==> src/rtl/fcpu_pkg.sv <==
// Shared result-bus types for the ROB, reservation stations and the CDB arbiter.
package fcpu_pkg;

    localparam int RSV_ID_W = 6;
    localparam int DATA_W   = 32;
    localparam int CDB_W    = RSV_ID_W + DATA_W;

    typedef struct packed {
        logic [RSV_ID_W-1:0] rsv_id;
        logic [DATA_W-1:0]   data;
    } cdb_entry_t;

endpackage

==> src/rtl/cdb_req_fifo.sv <==
// Small per-producer result FIFO feeding the CDB arbiter; clr empties it in one edge.
module cdb_req_fifo #(
    parameter int DEPTH = 2,
    parameter int W     = 8
) (
    input  logic                     clk,
    input  logic                     nrst,
    input  logic                     clr,
    input  logic                     push,
    input  logic [W-1:0]             din,
    input  logic                     pop,
    output logic [W-1:0]             dout,
    output logic [$clog2(DEPTH):0]   count,
    output logic                     full,
    output logic                     empty
);

    localparam int PTR_W = $clog2(DEPTH);
    localparam int CNT_W = PTR_W + 1;
    localparam logic [PTR_W-1:0] PTR_ONE = PTR_W'(1);
    localparam logic [CNT_W-1:0] CNT_ONE = CNT_W'(1);
    localparam logic [CNT_W-1:0] CNT_FULL = CNT_W'(DEPTH);

    logic [W-1:0]     mem [DEPTH];
    logic [PTR_W-1:0] wr_ptr;
    logic [PTR_W-1:0] rd_ptr;

    always_ff @(posedge clk or negedge nrst) begin
        if (!nrst) begin
            wr_ptr <= '0;
            rd_ptr <= '0;
            count  <= '0;
        end else if (clr) begin
            wr_ptr <= '0;
            rd_ptr <= '0;
            count  <= '0;
        end else begin
            if (push) wr_ptr <= wr_ptr + PTR_ONE;
            if (pop)  rd_ptr <= rd_ptr + PTR_ONE;
            if (push && !pop)      count <= count + CNT_ONE;
            else if (!push && pop) count <= count - CNT_ONE;
        end
    end

    // Storage carries no reset; only pointers and count define what is valid.
    always_ff @(posedge clk) begin
        if (push && !clr) mem[wr_ptr] <= din;
    end

    assign dout  = mem[rd_ptr];
    assign full  = (count == CNT_FULL);
    assign empty = (count == '0);

endmodule

==> src/rtl/cdb_arbiter.sv <==
// Round-robin arbiter sharing the common data bus among N_REQ result producers,
// each buffered by its own small FIFO, with a registered broadcast output.
module cdb_arbiter
    import fcpu_pkg::*;
#(
    parameter int N_REQ      = 4,
    parameter int FIFO_DEPTH = 2,
    parameter int GID_W      = $clog2(N_REQ)
) (
    input  logic                          clk,
    input  logic                          nrst,
    input  logic [N_REQ-1:0]              req_valid,
    output logic [N_REQ-1:0]              req_ready,
    input  logic [N_REQ-1:0][CDB_W-1:0]   req_data,
    input  logic                          flush,
    output logic                          cdb_valid,
    output logic [CDB_W-1:0]              cdb,
    output logic [GID_W-1:0]              grant_id,
    output logic                          busy
);

    localparam int CNT_W = $clog2(FIFO_DEPTH) + 1;

    logic [N_REQ-1:0] push;
    logic [N_REQ-1:0] pop;
    logic [N_REQ-1:0] full;
    logic [N_REQ-1:0] empty;
    logic [CDB_W-1:0] fifo_head  [N_REQ];
    logic [CNT_W-1:0] fifo_count [N_REQ];

    logic             grant_vld_p0;
    logic [GID_W-1:0] grant_id_p0;
    logic [GID_W-1:0] rr_next_p0;
    cdb_entry_t       grant_entry_p0;
    logic [GID_W-1:0] rr_ptr;
    logic [GID_W-1:0] scan_sel;
    int               scan_idx;
    logic             pending;

    for (genvar g = 0; g < N_REQ; g++) begin : g_req
        // Ready depends on state only; a full FIFO refuses even while being popped.
        assign req_ready[g] = nrst & ~full[g];
        assign push[g]      = req_valid[g] & req_ready[g] & ~flush;
        assign pop[g]       = grant_vld_p0 & (grant_id_p0 == GID_W'(g)) & ~flush;

        cdb_req_fifo #(
            .DEPTH (FIFO_DEPTH),
            .W     (CDB_W)
        ) u_fifo (
            .clk   (clk),
            .nrst  (nrst),
            .clr   (flush),
            .push  (push[g]),
            .din   (req_data[g]),
            .pop   (pop[g]),
            .dout  (fifo_head[g]),
            .count (fifo_count[g]),
            .full  (full[g]),
            .empty (empty[g])
        );
    end

    // Stage p0: round-robin scan from rr_ptr over FIFOs holding entries before this edge.
    always_comb begin
        grant_vld_p0 = 1'b0;
        grant_id_p0  = '0;
        scan_idx     = 0;
        scan_sel     = '0;
        for (int k = 0; k < N_REQ; k++) begin
            scan_idx = int'(rr_ptr) + k;
            if (scan_idx >= N_REQ) scan_idx = scan_idx - N_REQ;
            scan_sel = GID_W'(scan_idx);
            if (!grant_vld_p0 && !empty[scan_sel]) begin
                grant_vld_p0 = 1'b1;
                grant_id_p0  = scan_sel;
            end
        end
    end

    assign grant_entry_p0 = cdb_entry_t'(fifo_head[grant_id_p0]);
    assign rr_next_p0     = (grant_id_p0 == GID_W'(N_REQ - 1)) ? '0 : grant_id_p0 + GID_W'(1);

    // Stage p1: registered broadcast; flush wins over any grant.
    always_ff @(posedge clk or negedge nrst) begin
        if (!nrst) begin
            cdb_valid <= 1'b0;
            cdb       <= '0;
            grant_id  <= '0;
            rr_ptr    <= '0;
        end else if (flush) begin
            cdb_valid <= 1'b0;
            rr_ptr    <= '0;
        end else if (grant_vld_p0) begin
            cdb_valid <= 1'b1;
            cdb       <= grant_entry_p0;
            grant_id  <= grant_id_p0;
            rr_ptr    <= rr_next_p0;
        end else begin
            cdb_valid <= 1'b0;
        end
    end

    always_comb begin
        pending = 1'b0;
        for (int i = 0; i < N_REQ; i++) begin
            if (fifo_count[i] != '0) pending = 1'b1;
        end
    end

    assign busy = cdb_valid | pending;

endmodule
==> config.mk <==
export PLATFORM = sky130hd
export DESIGN_NAME = cdb_arbiter
export DESIGN_NICKNAME = d
export VERILOG_FILES = /design/src/rtl/fcpu_pkg.sv /design/src/rtl/cdb_req_fifo.sv /design/src/rtl/cdb_arbiter.sv
export SDC_FILE = /design/constraint.sdc
export NUM_CORES = 1
export LEC_CHECK = 0
export ABC_AREA = 0
export BUFFER_PORTS_ARGS = -buffer_cell sky130_fd_sc_hd__buf_2
export CORE_MARGIN = 3
export CORE_UTILIZATION = 57
export DETAILED_ROUTE_END_ITERATION = 12
export PLACE_DENSITY = 0.84
export SYNTH_ARGS = -nofsm -noshare
export SYNTH_HDL_FRONTEND = slang
export SYNTH_SLANG_ARGS = --single-unit
==> constraint.sdc <==
create_clock -name clk -period 4.59 [get_ports clk]
set_input_delay 0.459 -clock clk [delete_from_list [all_inputs] [get_ports clk]]
set_output_delay 0.459 -clock clk [all_outputs]
set_load 0.01 [all_outputs]
[Word-level counts from Yosys, hierarchy flattened]
Memories as Yosys holds them, arrays and structs flattened.
Index checks and enable logic that the tools add are counted.
Storage, ports and cells
  register bits after elaboration: 59
  RAM bits: 304
  input port bits: 159
  output and inout port bits: 46
  memories: 4
Memory list
  g_req[0].u_fifo.mem: depth 2, width 38, rd ports 1, clocked after memory_dff 0, write ports 1, line cdb_req_fifo.sv:24  | logic [W-1:0] mem [DEPTH];
  g_req[1].u_fifo.mem: depth 2, width 38, rd ports 1, clocked after memory_dff 0, write ports 1, line cdb_req_fifo.sv:24
  g_req[2].u_fifo.mem: depth 2, width 38, rd ports 1, clocked after memory_dff 0, write ports 1, line cdb_req_fifo.sv:24
  g_req[3].u_fifo.mem: depth 2, width 38, rd ports 1, clocked after memory_dff 0, write ports 1, line cdb_req_fifo.sv:24
Operators by class
  $add $sub $neg: 24
  order comparisons: 9
  eq/ne operators: 7
  muxes and demuxes: 68
  bitwise gates (word level): 27
  reductions and logical operators: 52
Operators by type and width (number)
  $bmux 38 s2: 1
  $mux 38: 2
  $mux 2: 23
  $mux 1: 38
  $reduce_bool 2->1: 13
  $and 1x1->1: 20
  $sub 2x1->2 const B: 8
  $logic_and 1x1->1: 15
  $logic_not 1->1: 14
  $eq 2x2->1 const B: 6
  $ge 3x3->1 const B: 4
  $lt 2x3->1 const B: 4
  $reduce_bool 3->1: 4
  $add 2x1->2 const B: 5
  $logic_not 2->1: 5
  $add 1x1->1 const B: 8
  $bmux 1 s2: 4
  $add 2x2->3 const B: 2
  $not 1->1: 5
  $add 2x1->3 const B: 1
  $ge 2x3->1 const B: 1
  $not 2->3: 1
  $eq 2x1->1 const B: 1
  $reduce_and 2->1: 1
  $or 1x1->1: 1

[Longest topological paths before layout]
Gate-level depths: netlist of the first run.
  depth in word-level cells: 21
  gate-level depth with buffers: 11
  depth with buffers taken out: 9

[By module]
A second synthesis of the first run with hierarchy kept.
Second synthesis, totals
  cells, all modules: 814
  area total of the unflattened synthesis: 14819.2 um^2
By module, submodules not included
  cdb_req_fifo (g_req[0].u_fifo ...): times used 2, cells an instance 139, area each 3002.9 um^2, seq. area each 2382.3 um^2
  cdb_req_fifo (g_req[1].u_fifo ...): times used 2, cells an instance 138, area each 3000.4 um^2, seq. area each 2382.3 um^2
  cdb_arbiter: times used 1, cells an instance 260, area each 2812.7 um^2, seq. area each 1076.0 um^2

[Least setup slack after synthesis of the first run]
OpenSTA, ideal clock, no wires.
  kind: input -> register
  start: in nrst
  end: mem g_req[1].u_fifo.mem[1][0] in the netlist's numbering (enable)
  library setup time: 489 ps
  arrival time: 3983 ps
  data required time: 4101 ps
  path slack: 118 ps
  cell stages on the path: 3
  buffers on the path: 0
  cells stage by stage: a21boi_0 nand2_1 nor3b_1
Between the ends
  longest elaborated chain between the ends: 6
RTL lines
  start, declared: line cdb_arbiter.sv:11  | input logic nrst,
  $and 1x1->1: line cdb_arbiter.sv:42  | assign req_ready[g] = nrst & ~full[g];
  $and 1x1->1 (2 in a row): line cdb_arbiter.sv:43  | assign push[g] = req_valid[g] & req_ready[g] & ~flush;
  $logic_and 1x1->1: line cdb_req_fifo.sv:47  | if (push && !clr) mem[wr_ptr] <= din;
  $mux 1: line cdb_req_fifo.sv:47
  $mux 1 (not written as such): line cdb_req_fifo.sv:47
  end, declared: line cdb_req_fifo.sv:24
Every way passes these cells.

[Worst setup path after layout of the first run]
  start: reg g_req[3].u_fifo.count[1]
  end: reg g_req[2].u_fifo.count[1]
Between the ends
  longest elaborated chain between the ends: 19
RTL lines
  start, declared: line cdb_req_fifo.sv:13  | output logic [$clog2(DEPTH):0] count,
  start signal, assigned: line cdb_req_fifo.sv:40  | if (push && !pop) count <= count + CNT_ONE;
  start signal, assigned: line cdb_req_fifo.sv:41  | else if (!push && pop) count <= count - CNT_ONE;
  $logic_not 2->1 (*): line cdb_req_fifo.sv:52  | assign empty = (count == '0);
  $bmux 1 s2: line cdb_arbiter.sv:73  | if (!grant_vld_p0 && !empty[scan_sel]) begin
  $mux 1 (not written as such): line cdb_arbiter.sv:73
  $logic_not 1->1: line cdb_arbiter.sv:73
  $logic_and 1x1->1: line cdb_arbiter.sv:73
  $mux 1: line cdb_arbiter.sv:73
  $logic_not 1->1: line cdb_arbiter.sv:73
  $logic_and 1x1->1: line cdb_arbiter.sv:73
  [2 not listed]
  $logic_and 1x1->1: line cdb_arbiter.sv:73
  $mux 2: line cdb_arbiter.sv:73
  $eq 2x2->1: line cdb_arbiter.sv:44  | assign pop[g] = grant_vld_p0 & (grant_id_p0 == GID_W'(g)) & ~flush;
  $and 1x1->1 (*) (2 in a row): line cdb_arbiter.sv:44
  $logic_not 1->1: line cdb_req_fifo.sv:40
  $logic_and 1x1->1: line cdb_req_fifo.sv:40
  $mux 2: line cdb_req_fifo.sv:40
  $mux 2: line cdb_req_fifo.sv:33  | end else if (clr) begin
  end signal, assigned: line cdb_req_fifo.sv:40
  end signal, assigned: line cdb_req_fifo.sv:41
  end, declared: line cdb_req_fifo.sv:13
Mark *: on every way between the ends. The rest lies on a longest branch, timed or not. The select of a mux whose other input is x is not followed.
A chain may end at the register's enable or synchronous reset.

==> results of run 1 <==
==> synth_stat cells (2+ instances only) <==
library cell / number
a2111oi_0: 27
a2111oi_1: 2
a211oi_1: 61
a21boi_0: 4
a21o_1: 2
a21oi_1: 32
a221o_1: 29
buf_1: 3
buf_2: 19
buf_6: 4
clkbuf_1: 34
dfrtp_1: 59
edfxtp_1: 304
inv_1: 8
mux2_2: 2
mux2i_1: 95
nand2_1: 17
nand3_1: 12
nor2_1: 39
nor2b_1: 62
nor3_1: 26
nor3b_1: 5
o21ai_0: 21
o21ai_1: 2
xnor2_1: 9
xor2_1: 7
==> power breakdown <==
group          switching, mW  leakage [nW]  total [mW]  internal (mW)
sequential             0.273          3.50        4.22           3.95
combinational           1.89          1.93        2.99           1.10
clock                   1.19         0.558        2.84           1.66
==> final timing paths <==
path / to / start / cells after the start
max reg2reg: g_req[2].u_fifo.count[1] / g_req[3].u_fifo.count[1] / 9
min: cdb[31] / nrst / 1
max in group asynchronous: g_req[0].u_fifo.rd_ptr / nrst / 1
max: g_req[2].u_fifo.count[1] / g_req[3].u_fifo.count[1] / 9
min reg2reg: cdb[7] / cdb[7] / 2
min in group clk: g_req[0].u_fifo.mem[0][20] / req_data[20] / 1
==> routing by layer <==
metal | up-vias | global-route usage | routed length (µm)
li1 | 3929 | - | -
met1 | 4262 | 0.300 | 12300
met2 | 351 | 0.409 | 16200
met3 | 75 | 0.0451 | 2390
met4 | 8 | 0.0904 | 981
met5 | - | 0 | 51
==> area by class of cell <==
type                    count  share of cell area
flip-flops and latches    363               0.632
multi-input cells         466               0.204
repair buffers            220              0.0681
clock buffers              54              0.0601
well taps                 324              0.0241
clock inverters            14             0.00857
inverters                   9             0.00216
diodes                      8             0.00119
==> registers in the layout (all words and copies together) (netlist names) <==
signal,cells
rr_ptr,2
grant_id,2
g_req.u_fifo.mem,304
g_req.u_fifo.rd_ptr,4
cdb_valid,1
g_req.u_fifo.count,8
cdb,38
g_req.u_fifo.wr_ptr,4
==> stage by stage <==
stage	util	instances
2_1_floorplan	-	899
3_3_place_gp	0.639	1382
3_5_place_dp	0.639	1382
4_1_cts	0.686	1450
5_1_grt	0.686	1456
6_report	0.687	1458
==> kinds of logic (layout without fill, tap and decap cells) <==
group	count (synthesis)	after routing	synth area share
flops	363	363	0.742
compound gates	183	183	0.0947
simple gates	168	168	0.0615
mux	98	98	0.0689
buf+inv	70	297	0.0226
xor+xnor	16	16	0.00980
fa+ha+maj	1	1	0.000875
other cells	0	8	0
==> worst max-delay path: stages (launching register included) <==
cell and delay [ns]:
dfrtp_1 0.44, nor4_1 0.39, a21o_1 0.45, inv_1 0.42, buf_4 0.34, ha_1 0.22, nand2_1 0.13, nor3b_1 0.09
or3_1 0.32, a21oi_1 0.13
==> results.json, run 1 <==
{
  "path_clk_slew_ns": 0.06,
  "ys_warn_count": 0,
  "synth_top_cell_area_share": 0.638,
  "design_area_mm2": 0.0168,
  "grt_pass1_wl_mm": 48.0,
  "io_pins": 205,
  "start_util": 0.585,
  "via_per_inst": 5.92,
  "fin_nets": 1257,
  "min_path_type": "in -> async",
  "initialDrtViolationCount": 685,
  "cts_buffer_depth": 3,
  "run_status": "finished clean",
  "clock-sinks": 363,
  "cts-buffers-inserted": 37,
  "maxSlewViolCount": 0,
  "areaGrowthSynthToFinish_pct": 17.5,
  "postCtsSetupBuffers": 0,
  "dpl_cell_area_mm2": 0.0156,
  "multiInputGateArea_mm2": 0.00343,
  "slew_headroom": 0.296,
  "power_leakage_nw": 5.99,
  "period_share": 0.659,
  "ys.flop_type": "edfxtp_1",
  "skew_ns": 0.0173,
  "wirelength_mm": 32.0,
  "root_buffer": "clkbuf_16",
  "tightestPinTransition_ns": 1.06,
  "grt_antenna_before_repair": 11,
  "grt_pass1_vias": 8771,
  "vias": 8625,
  "worst_slack_ns": 1.57,
  "power.total_mw": 10.1,
  "ant_nets": 0,
  "firstDrtPassIters": 5,
  "synth_area_leader_cell": "edfxtp_1",
  "netlist_area_mm2": 0.0143,
  "dp_slack_ns": 1.63,
  "max_freq_mhz": 331,
  "worstSetupStartpointType": "flop",
  "synth_edf_count": 304,
  "drc": 0,
  "rows": 57,
  "async_flop_share": 0.163,
  "worstPathArrival_ns": 3.45,
  "mostFrequentLayoutCell": "edfxtp_1",
  "powerDensity_mw_per_mm2": 599,
  "clk_latency_ns": 0.52,
  "tns_ns": 0,
  "numPortBuffers": 204,
  "cts_resized": 0,
  "cap_violations": 0,
  "drive_gt1_frac": 0.258,
  "final_cell_mix": "edfxtp_1, buf_2, mux2i_1, nor2b_1, a211oi_1",
  "rsz0062_at_grt": "false",
  "core_area_mm2": 0.0245,
  "syn_nets": 1059,
  "hpwlAfterDp_mm": 20.2,
  "grt_usage": 0.237,
  "fillers": 1646,
  "setup_violations": 0,
  "yosys_register_bits": 363,
  "grt_max_degree": 73,
  "grt_overflow": 0,
  "syn_area_per_cell_um2": 15.9,
  "cts_tree": "yes",
  "ff_latch_area_mm2": 0.0106,
  "gp_congestion": 0.750,
  "die_x_um": 164,
  "ys_seq_area_frac": 0.742,
  "whs_ns": 0.0588,
  "r2r_slack_ns": 1.57,
  "cts-hold-fix-buffers": 0,
  "path_class": "reg -> reg",
  "wl_per_cell_um": 21.9,
  "critPathRequiredTime_ns": 5.02,
  "ys_types": 40,
  "synth.area.top_cells": "edfxtp_1, dfrtp_1, mux2i_1",
  "hold_viol": 0,
  "htree_levels": 2,
  "max-vdd-ir-drop_uv": 402,
  "cp-end-kind": "flop",
  "synthCells": 899,
  "period_minus_slack_ns": 3.02,
  "die_y_um": 164,
  "cp_max_fo": 17,
  "die_area_mm2": 0.0270
}
(Power assumes the default switching activity.)
==> run 2, diff against run 1 <==
--- a/config.mk
+++ b/config.mk
@@ -8,9 +8,9 @@
 export ABC_AREA = 0
 export BUFFER_PORTS_ARGS = -buffer_cell sky130_fd_sc_hd__buf_2
 export CORE_MARGIN = 3
-export CORE_UTILIZATION = 57
+export CORE_UTILIZATION = 51
 export DETAILED_ROUTE_END_ITERATION = 12
-export PLACE_DENSITY = 0.84
+export PLACE_DENSITY = 0.8
 export SYNTH_ARGS = -nofsm -noshare
 export SYNTH_HDL_FRONTEND = slang
 export SYNTH_SLANG_ARGS = --single-unit
==> constraint.sdc (replaced) <==
create_clock -name clk -period 2.5 [get_ports clk]
set_input_delay 0.25 -clock clk [delete_from_list [all_inputs] [get_ports clk]]
set_output_delay 0.25 -clock clk [all_outputs]
set_load 0.01 [all_outputs]
==> run 2 against run 1 <==
Against the previous run: setup slack lost 1.5 ns; sequential power increased by 84%; global-route usage up 0.82 points; register-to-register slack worse by 1.5 ns; worst hold slack better by 0.15 ns; final cell count grew 15%; clock-buffer cell count did not move; first-iteration DRC count rose by 23%; power grew 90%; clock power increased by 81%; flip-flop and latch count is the same; combinational power up 110%; largest cell class unchanged; highest routed layer unchanged.
==> results.json, run 2 (synthesis gave the netlist of run 1 again) <==
{
  "run_status": "finished clean",
  "max-vdd-ir-drop_uv": 841,
  "drc": 0,
  "largest-register": "g_req.u_fifo.mem",
  "die_area_mm2": 0.0301,
  "rows": 60,
  "clk_latency_ns": 0.52,
  "ff_latch_area_mm2": 0.0106,
  "grt_pass1_wl_mm": 57.0,
  "min_path_type": "in -> async",
  "path_clk_slew_ns": 0.06,
  "die_x_um": 173,
  "worst_path_max_delay_cell": "dfrtp_1",
  "max_freq_mhz": 408,
  "multiInputGateArea_mm2": 0.00349,
  "rsz0062_at_grt": "true",
  "initialDrtViolationCount": 844,
  "die_y_um": 173,
  "fillers": 1768,
  "critPathMaxStageDelay_ns": 0.42,
  "numPortBuffers": 204,
  "mostFrequentLayoutCell": "edfxtp_1",
  "crit_family": "simple AND/OR/NAND/NOR gates",
  "skew_ns": 0.0180,
  "drive_gt1_frac": 0.243,
  "via_per_inst": 5.66,
  "grt_use_met3": 0.0429,
  "start_util": 0.525,
  "fin_nets": 1434,
  "hold_viol": 0,
  "top_regs": "g_req.u_fifo.mem: 304 flops, cdb: 38 flops, g_req.u_fifo.count: 8 flops",
  "gp_congestion": 0.852,
  "design_area_mm2": 0.0187,
  "worstPathArrival_ns": 2.81,
  "root_buffer": "clkbuf_16",
  "path_cells": "or2_1 > nor3_1 > nor3_4 > inv_4 > ha_1 > nand2_1 > nor3b_1 > or3_1 > a21oi_1",
  "largest_reg_flops": 304,
  "grt_usage": 0.245,
  "slew_headroom": 0.326,
  "final_cell_mix": "edfxtp_1, buf_2, dlygate4sd3_1, mux2i_1, nor2b_1",
  "power_leakage_nw": 6.80,
  "grt_overflow": 0,
  "maxSlewViolCount": 0,
  "crit_buf_inv": 1,
  "cap_violations": 0,
  "worstSetupStartpointType": "flop",
  "wl_per_cell_um": 22.3,
  "cp_max_fo": 37,
  "io_pins": 205,
  "cts_buffer_depth": 3,
  "powerDensity_mw_per_mm2": 1020,
  "grt_antenna_before_repair": 3,
  "dpl_cell_area_mm2": 0.0160,
  "path_class": "reg -> reg",
  "gr-max-usage-layer": "met2",
  "setup_violations": 0,
  "postCtsSetupBuffers": 0,
  "met2_usage": 0.440,
  "dp_slack_ns": -0.155,
  "cts-buffers-inserted": 37,
  "grt_pass1_vias": 10100,
  "htree_levels": 2,
  "whs_ns": 0.204,
  "tns_ns": 0,
  "firstDrtPassIters": 5,
  "areaGrowthSynthToFinish_pct": 30.8,
  "cp-end-kind": "flop",
  "tightestPinTransition_ns": 1.01,
  "ant_nets": 0,
  "vias": 9493,
  "critPathRequiredTime_ns": 2.86,
  "period_share": 0.980,
  "cts_tree": "yes",
  "wirelength_mm": 37.4,
  "clock-sinks": 363,
  "grt_max_degree": 59,
  "worst_slack_ns": 0.0506,
  "hpwlAfterDp_mm": 22.7,
  "use_met1": 0.305,
  "period_minus_slack_ns": 2.45,
  "core_area_mm2": 0.0273
}
run 2: cell count changes in the layout (fill, tap and decap cells not counted), sizes merged:
| cell | delta |
|---|---|
| diode | -6 |
| inv | -4 |
| buf | +24 |
| bufinv | -2 |
| clkinv | +5 |
| dlygate4sd3 | +153 |
run 2: timing repair:
action                                 in CTS  in global routing
hold buffers                              153                  0
resized for setup                           2                  2
pin swaps                                   0                  0
endpoints found under the hold margin     363                  0
setup endpoints to repair                   1                  8
run 2: final cells by class:
cell class | instances | area share
sequential | 363 | 0.567
tap | 372 | 0.0249
timing repair buffer | 397 | 0.159
antenna | 2 | 0.000268
multi-input combinational | 466 | 0.186
inverter | 9 | 0.00194
clock buffer | 54 | 0.0567
clock inverter | 13 | 0.00401
run 2: stage by stage:
step	utilization	cells	power, mW
after global routing	0.686	1674	20.0
after global placement	0.588	1454	13.5
after detailed placement	0.588	1454	13.7
after CTS	0.686	1674	19.1
after floorplan	-	899	11.7
final	0.687	1676	19.1
run 2: where the power goes:
part | switching, mW | total, mW | internal [mW]
Clock | 2.19 | 5.14 | 2.95
Sequential | 0.512 | 7.75 | 7.24
Combinational | 3.72 | 6.16 | 2.44
run 2: final timing paths:
kind,slack (ns),cells past startpoint,end,start
max in group asynchronous,1.61,3,cdb[24],nrst
worst min-delay path,0.20,2,g_req[3].u_fifo.count[1],nrst
min in group clk,0.20,3,cdb_valid,flush
worst max-delay path,0.05,9,g_req[2].u_fifo.count[1],g_req[1].u_fifo.count[1]
worst min register to register,0.48,2,cdb[19],cdb[19]
worst max register to register,0.05,9,g_req[2].u_fifo.count[1],g_req[1].u_fifo.count[1]
run 2: metal layers:
| layer | share of wire | vias up |
|---|---|---|
| met5 | 0.00021 | - |
| met3 | 0.073 | 79 |
| met4 | 0.026 | 2 |
| met1 | 0.38 | 4719 |
| met2 | 0.52 | 431 |
| li1 | - | 4262 |
